$ cat src/rtl/serial_tx_fifo.sv
// Serial transmitter with a DEPTH-word input FIFO. Words enter through a valid/ready
// handshake and leave on Dout one bit per Div+1 cycles, in the bit order latched at pop.
module serial_tx_fifo #(
  parameter int DW    = 32,
  parameter int DEPTH = 4,
  parameter int DIVW  = 8
) (
  input  logic                     Clk,
  input  logic                     Reset,
  input  logic                     InValid,
  output logic                     InReady,
  input  logic [DW-1:0]            InData,
  input  logic                     MsbFirst,
  input  logic [DIVW-1:0]          Div,
  input  logic                     Flush,
  output logic                     Dout,
  output logic                     TxBusy,
  output logic                     TxDone,
  output logic [$clog2(DEPTH):0]   Level
);

  localparam int AW = $clog2(DEPTH);
  localparam int PW = AW + 1;
  localparam int BW = $clog2(DW);

  typedef enum logic [1:0] {
    ST_IDLE  = 2'd0,
    ST_SHIFT = 2'd1,
    ST_DONE  = 2'd2
  } state_t;

  logic [DW-1:0]   mem_q [DEPTH];
  logic [PW-1:0]   wr_ptr_q, wr_ptr_d;
  logic [PW-1:0]   rd_ptr_q, rd_ptr_d;
  state_t          state_q, state_d;
  logic [DW-1:0]   shreg_q, shreg_d;
  logic            msb_q, msb_d;
  logic [DIVW-1:0] div_q, div_d;
  logic [DIVW-1:0] divcnt_q, divcnt_d;
  logic [BW-1:0]   bitcnt_q, bitcnt_d;
  logic            dout_q, dout_d;
  logic            busy_q, busy_d;
  logic            done_q, done_d;

  logic [PW-1:0]   level_s;
  logic            full_s;
  logic            empty_s;
  logic            push_s;
  logic [DW-1:0]   head_s;
  logic [DW-1:0]   shnext_s;

  // Pointers carry one extra wrap bit so full and empty are distinguishable.
  assign level_s  = wr_ptr_q - rd_ptr_q;
  assign full_s   = (level_s == PW'(DEPTH));
  assign empty_s  = (level_s == {PW{1'b0}});
  assign push_s   = InValid && !full_s && !Flush;
  assign head_s   = mem_q[rd_ptr_q[AW-1:0]];
  assign shnext_s = msb_q ? {shreg_q[DW-2:0], 1'b0} : {1'b0, shreg_q[DW-1:1]};

  assign InReady = !full_s;
  assign Level   = level_s;
  assign Dout    = dout_q;
  assign TxBusy  = busy_q;
  assign TxDone  = done_q;

  // FIFO storage write port; contents need no reset since pointers gate every read.
  always_ff @(posedge Clk) begin
    if (push_s) begin
      mem_q[wr_ptr_q[AW-1:0]] <= InData;
    end
  end

  // Next-state logic for pointers, transmit FSM and registered outputs.
  always_comb begin
    wr_ptr_d = wr_ptr_q;
    rd_ptr_d = rd_ptr_q;
    state_d  = state_q;
    shreg_d  = shreg_q;
    msb_d    = msb_q;
    div_d    = div_q;
    divcnt_d = divcnt_q;
    bitcnt_d = bitcnt_q;
    dout_d   = dout_q;
    busy_d   = busy_q;
    done_d   = 1'b0;

    if (Flush) begin
      wr_ptr_d = {PW{1'b0}};
      rd_ptr_d = {PW{1'b0}};
      state_d  = ST_IDLE;
      divcnt_d = {DIVW{1'b0}};
      bitcnt_d = {BW{1'b0}};
      dout_d   = 1'b0;
      busy_d   = 1'b0;
    end else begin
      if (push_s) begin
        wr_ptr_d = wr_ptr_q + PW'(1);
      end else begin
        wr_ptr_d = wr_ptr_q;
      end

      case (state_q)
        ST_IDLE: begin
          if (!empty_s) begin
            rd_ptr_d = rd_ptr_q + PW'(1);
            shreg_d  = head_s;
            msb_d    = MsbFirst;
            div_d    = Div;
            dout_d   = MsbFirst ? head_s[DW-1] : head_s[0];
            bitcnt_d = {BW{1'b0}};
            divcnt_d = {DIVW{1'b0}};
            busy_d   = 1'b1;
            state_d  = ST_SHIFT;
          end else begin
            dout_d = 1'b0;
            busy_d = 1'b0;
          end
        end
        ST_SHIFT: begin
          if (divcnt_q == div_q) begin
            if (bitcnt_q == BW'(DW - 1)) begin
              state_d = ST_DONE;
              dout_d  = 1'b0;
              busy_d  = 1'b0;
              done_d  = 1'b1;
            end else begin
              shreg_d  = shnext_s;
              dout_d   = msb_q ? shnext_s[DW-1] : shnext_s[0];
              bitcnt_d = bitcnt_q + BW'(1);
              divcnt_d = {DIVW{1'b0}};
            end
          end else begin
            divcnt_d = divcnt_q + DIVW'(1);
          end
        end
        ST_DONE: begin
          state_d = ST_IDLE;
          done_d  = 1'b0;
        end
        default: begin
          state_d = ST_IDLE;
          dout_d  = 1'b0;
          busy_d  = 1'b0;
        end
      endcase
    end
  end

  // State and output registers with asynchronous reset.
  always_ff @(posedge Clk or posedge Reset) begin
    if (Reset) begin
      wr_ptr_q <= {PW{1'b0}};
      rd_ptr_q <= {PW{1'b0}};
      state_q  <= ST_IDLE;
      shreg_q  <= {DW{1'b0}};
      msb_q    <= 1'b0;
      div_q    <= {DIVW{1'b0}};
      divcnt_q <= {DIVW{1'b0}};
      bitcnt_q <= {BW{1'b0}};
      dout_q   <= 1'b0;
      busy_q   <= 1'b0;
      done_q   <= 1'b0;
    end else begin
      wr_ptr_q <= wr_ptr_d;
      rd_ptr_q <= rd_ptr_d;
      state_q  <= state_d;
      shreg_q  <= shreg_d;
      msb_q    <= msb_d;
      div_q    <= div_d;
      divcnt_q <= divcnt_d;
      bitcnt_q <= bitcnt_d;
      dout_q   <= dout_d;
      busy_q   <= busy_d;
      done_q   <= done_d;
    end
  end

endmodule

$ cat config.mk
export PLATFORM = sky130hd
export DESIGN_NAME = serial_tx_fifo
export DESIGN_NICKNAME = d
export VERILOG_FILES = /design/src/rtl/serial_tx_fifo.sv
export SDC_FILE = /design/constraint.sdc
export NUM_CORES = 1
export LEC_CHECK = 0
export BUFFER_PORTS_ARGS = -buffer_cell sky130_fd_sc_hd__buf_2
export CAP_MARGIN = 20
export CORE_UTILIZATION = 40
export CTS_CLUSTER_DIAMETER = 200
export CTS_CLUSTER_SIZE = 12
export DETAILED_ROUTE_END_ITERATION = 12
export SYNTH_ARGS = -nofsm -noshare
export SYNTH_HDL_FRONTEND = slang
export SYNTH_SLANG_ARGS = --single-unit
$ cat constraint.sdc
create_clock -name Clk -period 3 [get_ports Clk]
set_input_delay 0.15 -clock Clk [delete_from_list [all_inputs] [get_ports Clk]]
set_output_delay 0.15 -clock Clk [all_outputs]
set_load 0.01 [all_outputs]
=== Word-level counts from Yosys, hierarchy flattened ===
Memories as Yosys holds them, arrays and structs flattened.
Index checks and enable logic that the tools add are counted.

* Bits in registers: 65
* RAM bits: 128
* Memories: 1

{| class="wikitable"
|+ Memory list
! name !! depth !! width !! read ports !! clocked after Yosys merged registers in !! wr ports !! line !! RTL
|-
| mem_q || 4 || 32 || 1 || 0 || 1 || 32 || <nowiki>logic [DW-1:0] mem_q [DEPTH];</nowiki>
|}

* Equality and inequality tests: 15
* Mux-type cells: 43
* Bitwise operators: 2
* $add $sub $neg: 5
* Reduce and logical (&&, ||, !) cells: 18

{| class="wikitable"
|+ Operators with widths
! cell !! number
|-
| two-way mux 32 bit || 4
|-
| case mux 32 bit (2 select lines) || 1
|-
| two-way mux 8 bit || 4
|-
| two-way mux 5 bit || 4
|-
| two-way mux 1 bit || 16
|-
| case mux 8 bit (2 select lines) || 1
|-
| two-way mux 3 bit || 5
|-
| inequality test 3 bit, second input constant || 4
|-
| AND reduction 3 bit || 4
|-
| inequality test 2 bit, second input constant || 5
|-
| case mux 5 bit (2 select lines) || 1
|-
| adder 8 x 1 -> 8 bit, second input constant || 1
|-
| equality test 8 bit || 1
|-
| two-way mux 2 bit || 4
|-
| adder 3 x 1 -> 3 bit, second input constant || 2
|-
| case mux 1 bit (3 select lines) || 2
|-
| nonzero test 2 bit || 3
|-
| adder 5 x 1 -> 5 bit, second input constant || 1
|-
| equality test 5 bit, second input constant || 1
|-
| AND reduction 5 bit || 1
|-
| inequality test 4 bit, second input constant || 1
|-
| case mux 2 bit (2 select lines) || 1
|-
| AND reduction 2 bit || 2
|-
| AND reduction 4 bit || 1
|-
| other kinds (10) || 13
|}

=== Longest topological paths before layout ===
* Depth after elaboration: 7
* Mapped depth: 9

=== Worst setup path before layout ===
OpenSTA, ideal clock, no wires.

* Path kind: register to register
* Start: register wr_ptr_q[0]
* End: memory mem_q[0][0], enable pin
* Setup time: 0.392 ns
* Stages on the path, launching flop included: 10
* Path slack: -0.068 ns
* Buffers on the path: 0
* Arrival: 2.676 ns
* Path through: dfrtp_1 -> inv_1 -> ha_1 -> fa_1 -> xnor3_2 -> inv_1 -> nand2_1 -> nand2_1 -> nor2_1 -> and2_1

* Longest elaborated chain between the ends: 7

{| class="wikitable"
|+ Ends and longest elaborated chain
! what !! line !! RTL
|-
| start, declared || 33 || <nowiki>logic [PW-1:0] wr_ptr_q, wr_ptr_d;</nowiki>
|-
| start signal, assigned || 152 || <nowiki>wr_ptr_q <= {PW{1'b0}};</nowiki>
|-
| start signal, assigned || 164 || <nowiki>wr_ptr_q <= wr_ptr_d;</nowiki>
|-
| subtractor 3 bit || 53 || <nowiki>assign level_s = wr_ptr_q - rd_ptr_q;</nowiki>
|-
| named net Level[2] || 19 || <nowiki>output logic [$clog2(DEPTH):0] Level</nowiki>
|-
| equality test 3 bit || 54 || <nowiki>assign full_s = (level_s == PW'(DEPTH));</nowiki>
|-
| zero test 1 bit || -- ||
|-
| named net InReady || 11 || <nowiki>output logic InReady,</nowiki>
|-
| logical AND 1 bit (2 in a row) || 56 || <nowiki>assign push_s = InValid && !full_s && !Flush;</nowiki>
|-
| two-way mux 1 bit || 68 || <nowiki>if (push_s) begin</nowiki>
|-
| two-way mux 1 bit (implied by the code) || 69 || <nowiki>mem_q[wr_ptr_q[AW-1:0]] <= InData;</nowiki>
|-
| end, declared || 32 ||
|}

The timed path passes the listed nets, and every way through them passes these cells.

=== Worst setup path after layout ===
* Start: register wr_ptr_q[0]
* End: register shreg_q[28]

* Longest elaborated chain between the ends: 4

{| class="wikitable"
|+ Ends and longest elaborated chain
! what !! line !! RTL
|-
| subtractor 3 bit || 53 ||
|-
| zero test 3 bit || 55 || <nowiki>assign empty_s = (level_s == {PW{1'b0}});</nowiki>
|-
| inequality test 2 bit (no line) || -- ||
|-
| AND reduction 5 bit (no line) || -- ||
|-
| end signal, assigned || 155 || <nowiki>shreg_q <= {DW{1'b0}};</nowiki>
|-
| end signal, assigned || 167 || <nowiki>shreg_q <= shreg_d;</nowiki>
|-
| end, declared || 36 || <nowiki>logic [DW-1:0] shreg_q, shreg_d;</nowiki>
|}

No other way between the ends.
A chain may end at the register's enable or synchronous reset.

==> impl_metrics.toml <==
[critical_path]
crit_path_start = "wr_ptr_q[0]"
cp_max_fo = 64
start_kind = "flop"
r2r_slack_ns = 0.30
crit_type = "reg2reg"
crit_buf_inv = 2
path_delay_family = "adder cells"
critPathMaxStageDelay_ns = 0.51
endpoint = "shreg_q[28]"
arrival_ns = 2.99
cp_slowest_cell = "fa_1"
r2r-end = "shreg_q[28]"
crit_chain = "inv_1 -> ha_1 -> fa_1 -> and2_1 -> a2111oi_4 -> a41oi_4 -> buf_4 -> o21ai_0"
crit_cells = 8
r2r.worst_path.cells = 8
regToRegStartpoint = "wr_ptr_q[0]"
endpoint_kind = "flop"
worstPathRequired_ns = 3.28

[floorplan]
num_io_pins = 52
fp.dieH_um = 146
core_region_area_mm2 = 0.0203
dieArea_mm2 = 0.0213
fp-row-count = 52
start_util_pct = 40.9
die_width_um = 146

[synth]
synth.yosys.warnings = 0
syn_area_per_cell_um2 = 14.8
ys_seq_elements = 193
synth_edf_count = 128
synth-compound-area-share_pct = 6.85
seq_area_frac_synth_pct = 66.0
syn_area_mm2 = 0.00829
synthMuxAreaShare_pct = 14.7
synth_adder_area_share_pct = 1.60
synth_top_family_by_area = "multiplexers"
async_flop_share_pct = 33.7
synth_xor_area_share_pct = 1.66
synth_simple_gate_area_share_pct = 7.15
ys.flop_type = "edfxtp_1"
synth.distinct_cells = 48
synthCells = 560
synth_nets = 615

[cells_and_area]
utilization_pct = 48.9
final_common_cell = "edfxtp_1"
layout-drive-gt1-share_pct = 24.1
nNetsFinal = 714
areaGrowthSynthToFinish_pct = 19.8
multi_input_area_mm2 = 0.00267
stdcell_area_mm2 = 0.00993
diodes = 0
register_area_mm2 = 0.00547
filler_cell_count = 1763
finalNonFillerCells = 942
mostFrequentLayoutCells = "edfxtp_1 (128), dfrtp_1 (64), buf_2 (51), nand2_1 (47)"

[global_routing]
gr-total-overflow = 0
grt.total_usage_pct = 16.2
grt_pass1_vias = 4992
grt_max_degree = 70
grt_antenna_before_repair = 0
grt_pass1_wl_um = 26300

[sta]
timing.final.crit_share_pct = 90.1
slew_headroom_pct = 48.3
fmax_mhz = 370
min_period_ns = 2.70
setup_slack_ns = 0.296
finalSetupViolCount = 0
final_max_slew_viol_count = 0
setup_tns_ns = 0
worst_pin_slew_ns = 0.776
rsz0062_at_grt = "no"
hold_viol_final = 0
finClkSkew_ns = 0.0147

[clocking]
cts_setup_buffers = 0
htreeDepth = 4
clk_pin_slew_worst_paths_ns = 0.07
max-clock-path-buffers = 2
clk_latency_ns = 0.43
cts_inserted_buffers = 17
clkSinkCount = 193
cts_root_buf = "clkbuf_16"
cts_tree = "yes"

[drt]
vias = 4840
viasPerCell = 5.14
wl_um = 16000
drt-initial-drc-count = 406
ant_nets = 0
drt_first_pass_iters = 4
drc = 0
wl_per_cell_um = 17.0

[power_and_ir_drop]
p_per_area_mw_per_mm2 = 924
ir_drop_mv = 0.514
p_leak_uw = 0.00370

[status]
outcome = "finished, final reports clean"

[place]
port-buffer-count = 51
detailedPlace.worstSlack_ns = 0.255
finalWeightedCongestion = 0.790
hpwl_um = 10200
postPlaceCellArea_mm2 = 0.00891
placed_cells = 868

[flow_run]
cap_violations = 0

[min_path]
hold_path.class = "in2reg"
hold_depth = 2
==> synth_stat cells (all sizes together) (6+ instances only) <==
master | number | area, µm²
mux2 | 10 | 113
o21ai | 37 | 185
nand2 | 48 | 183
buf | 16 | 75.1
edfxtp | 128 | 3840
and2 | 6 | 37.5
a21oi | 42 | 210
nor2 | 39 | 146
mux4 | 34 | 766
dfrtp | 65 | 1630
nand3 | 8 | 40.0
clkbuf | 16 | 60.1
inv | 10 | 37.5
xnor2 | 11 | 96.3
ha | 9 | 113
mux2i | 34 | 340
==> layer usage <==
layer / up-vias / GRT usage [%] / part of all wire, %
met1: 2423 / 20.4 / 44
met2: 92 / 28.1 / 52
met4: 0 / 4.79 / 0.93
met5: - / 0 / 0
met3: 9 / 3.35 / 3.2
li1: 2316 / - / -
==> cell type report <==
type,instances,share of cell area [%]
Sequential cell,193,55.1
Clock inverter,15,1.76
Timing Repair Buffer,112,8.24
Multi-Input combinational cell,325,26.9
Clock buffer,17,4.28
Inverter,10,0.378
Tap cell,270,3.40
==> repair_timing <==
action | CTS | global route
hold buffers | 42 | 0
endpoints found under the hold margin | 169 | 0
gates resized for setup | 0 | 0
==> worst min path at each step <==
| stage | slack, ns | end | from |
|---|---|---|---|
| 3_3_place_gp | 0.33 | shreg_q[13] | Reset |
| 3_5_place_dp | 0.34 | div_q[2] | Reset |
| 2_1_floorplan | 0.25 | mem_q[0][0] | InData[0] |
| 5_1_grt | 0.04 | msb_q | MsbFirst |
| 4_1_cts | 0.03 | msb_q | MsbFirst |
| 6_report | 0.05 | msb_q | MsbFirst |
==> cells by family after synthesis <==
| group | after synthesis |
|---|---|
| AOI/OAI and AO/OA | 94 |
| muxes | 78 |
| adders and majority gates | 10 |
| and+or+nand+nor | 129 |
| buffers and inverters | 42 |
| DFF | 193 |
| xor gates and xnor gates | 14 |
==> report_power, final <==
group	leakage (µW)	total (µW)	switching [µW]	internal, µW
sequential	0.00199	3690	313	3380
combinational	0.00142	3260	1820	1440
clock	0.000291	2230	1090	1130
total	0.00370	9180	3230	5950
==> state kept, by name, summed over array words and instances (netlist names) <==
signal and cells:
mem_q 128, shreg_q 32, div_q 8, divcnt_q 8, bitcnt_q 5, rd_ptr_q 3, wr_ptr_q 3, state_q 2
Dout 1, TxBusy 1, TxDone 1, msb_q 1
==> metrics by stage <==
step / power (µW) / hold slack (ns)
final: 9180 / 0.0534
after global routing: 9800 / 0.0363
after CTS: 9330 / 0.0284
after detailed placement: 7010 / 0.335
after global placement: 6920 / 0.333
after floorplan: 6140 / 0.249
Power figures use the tool's default switching activity.
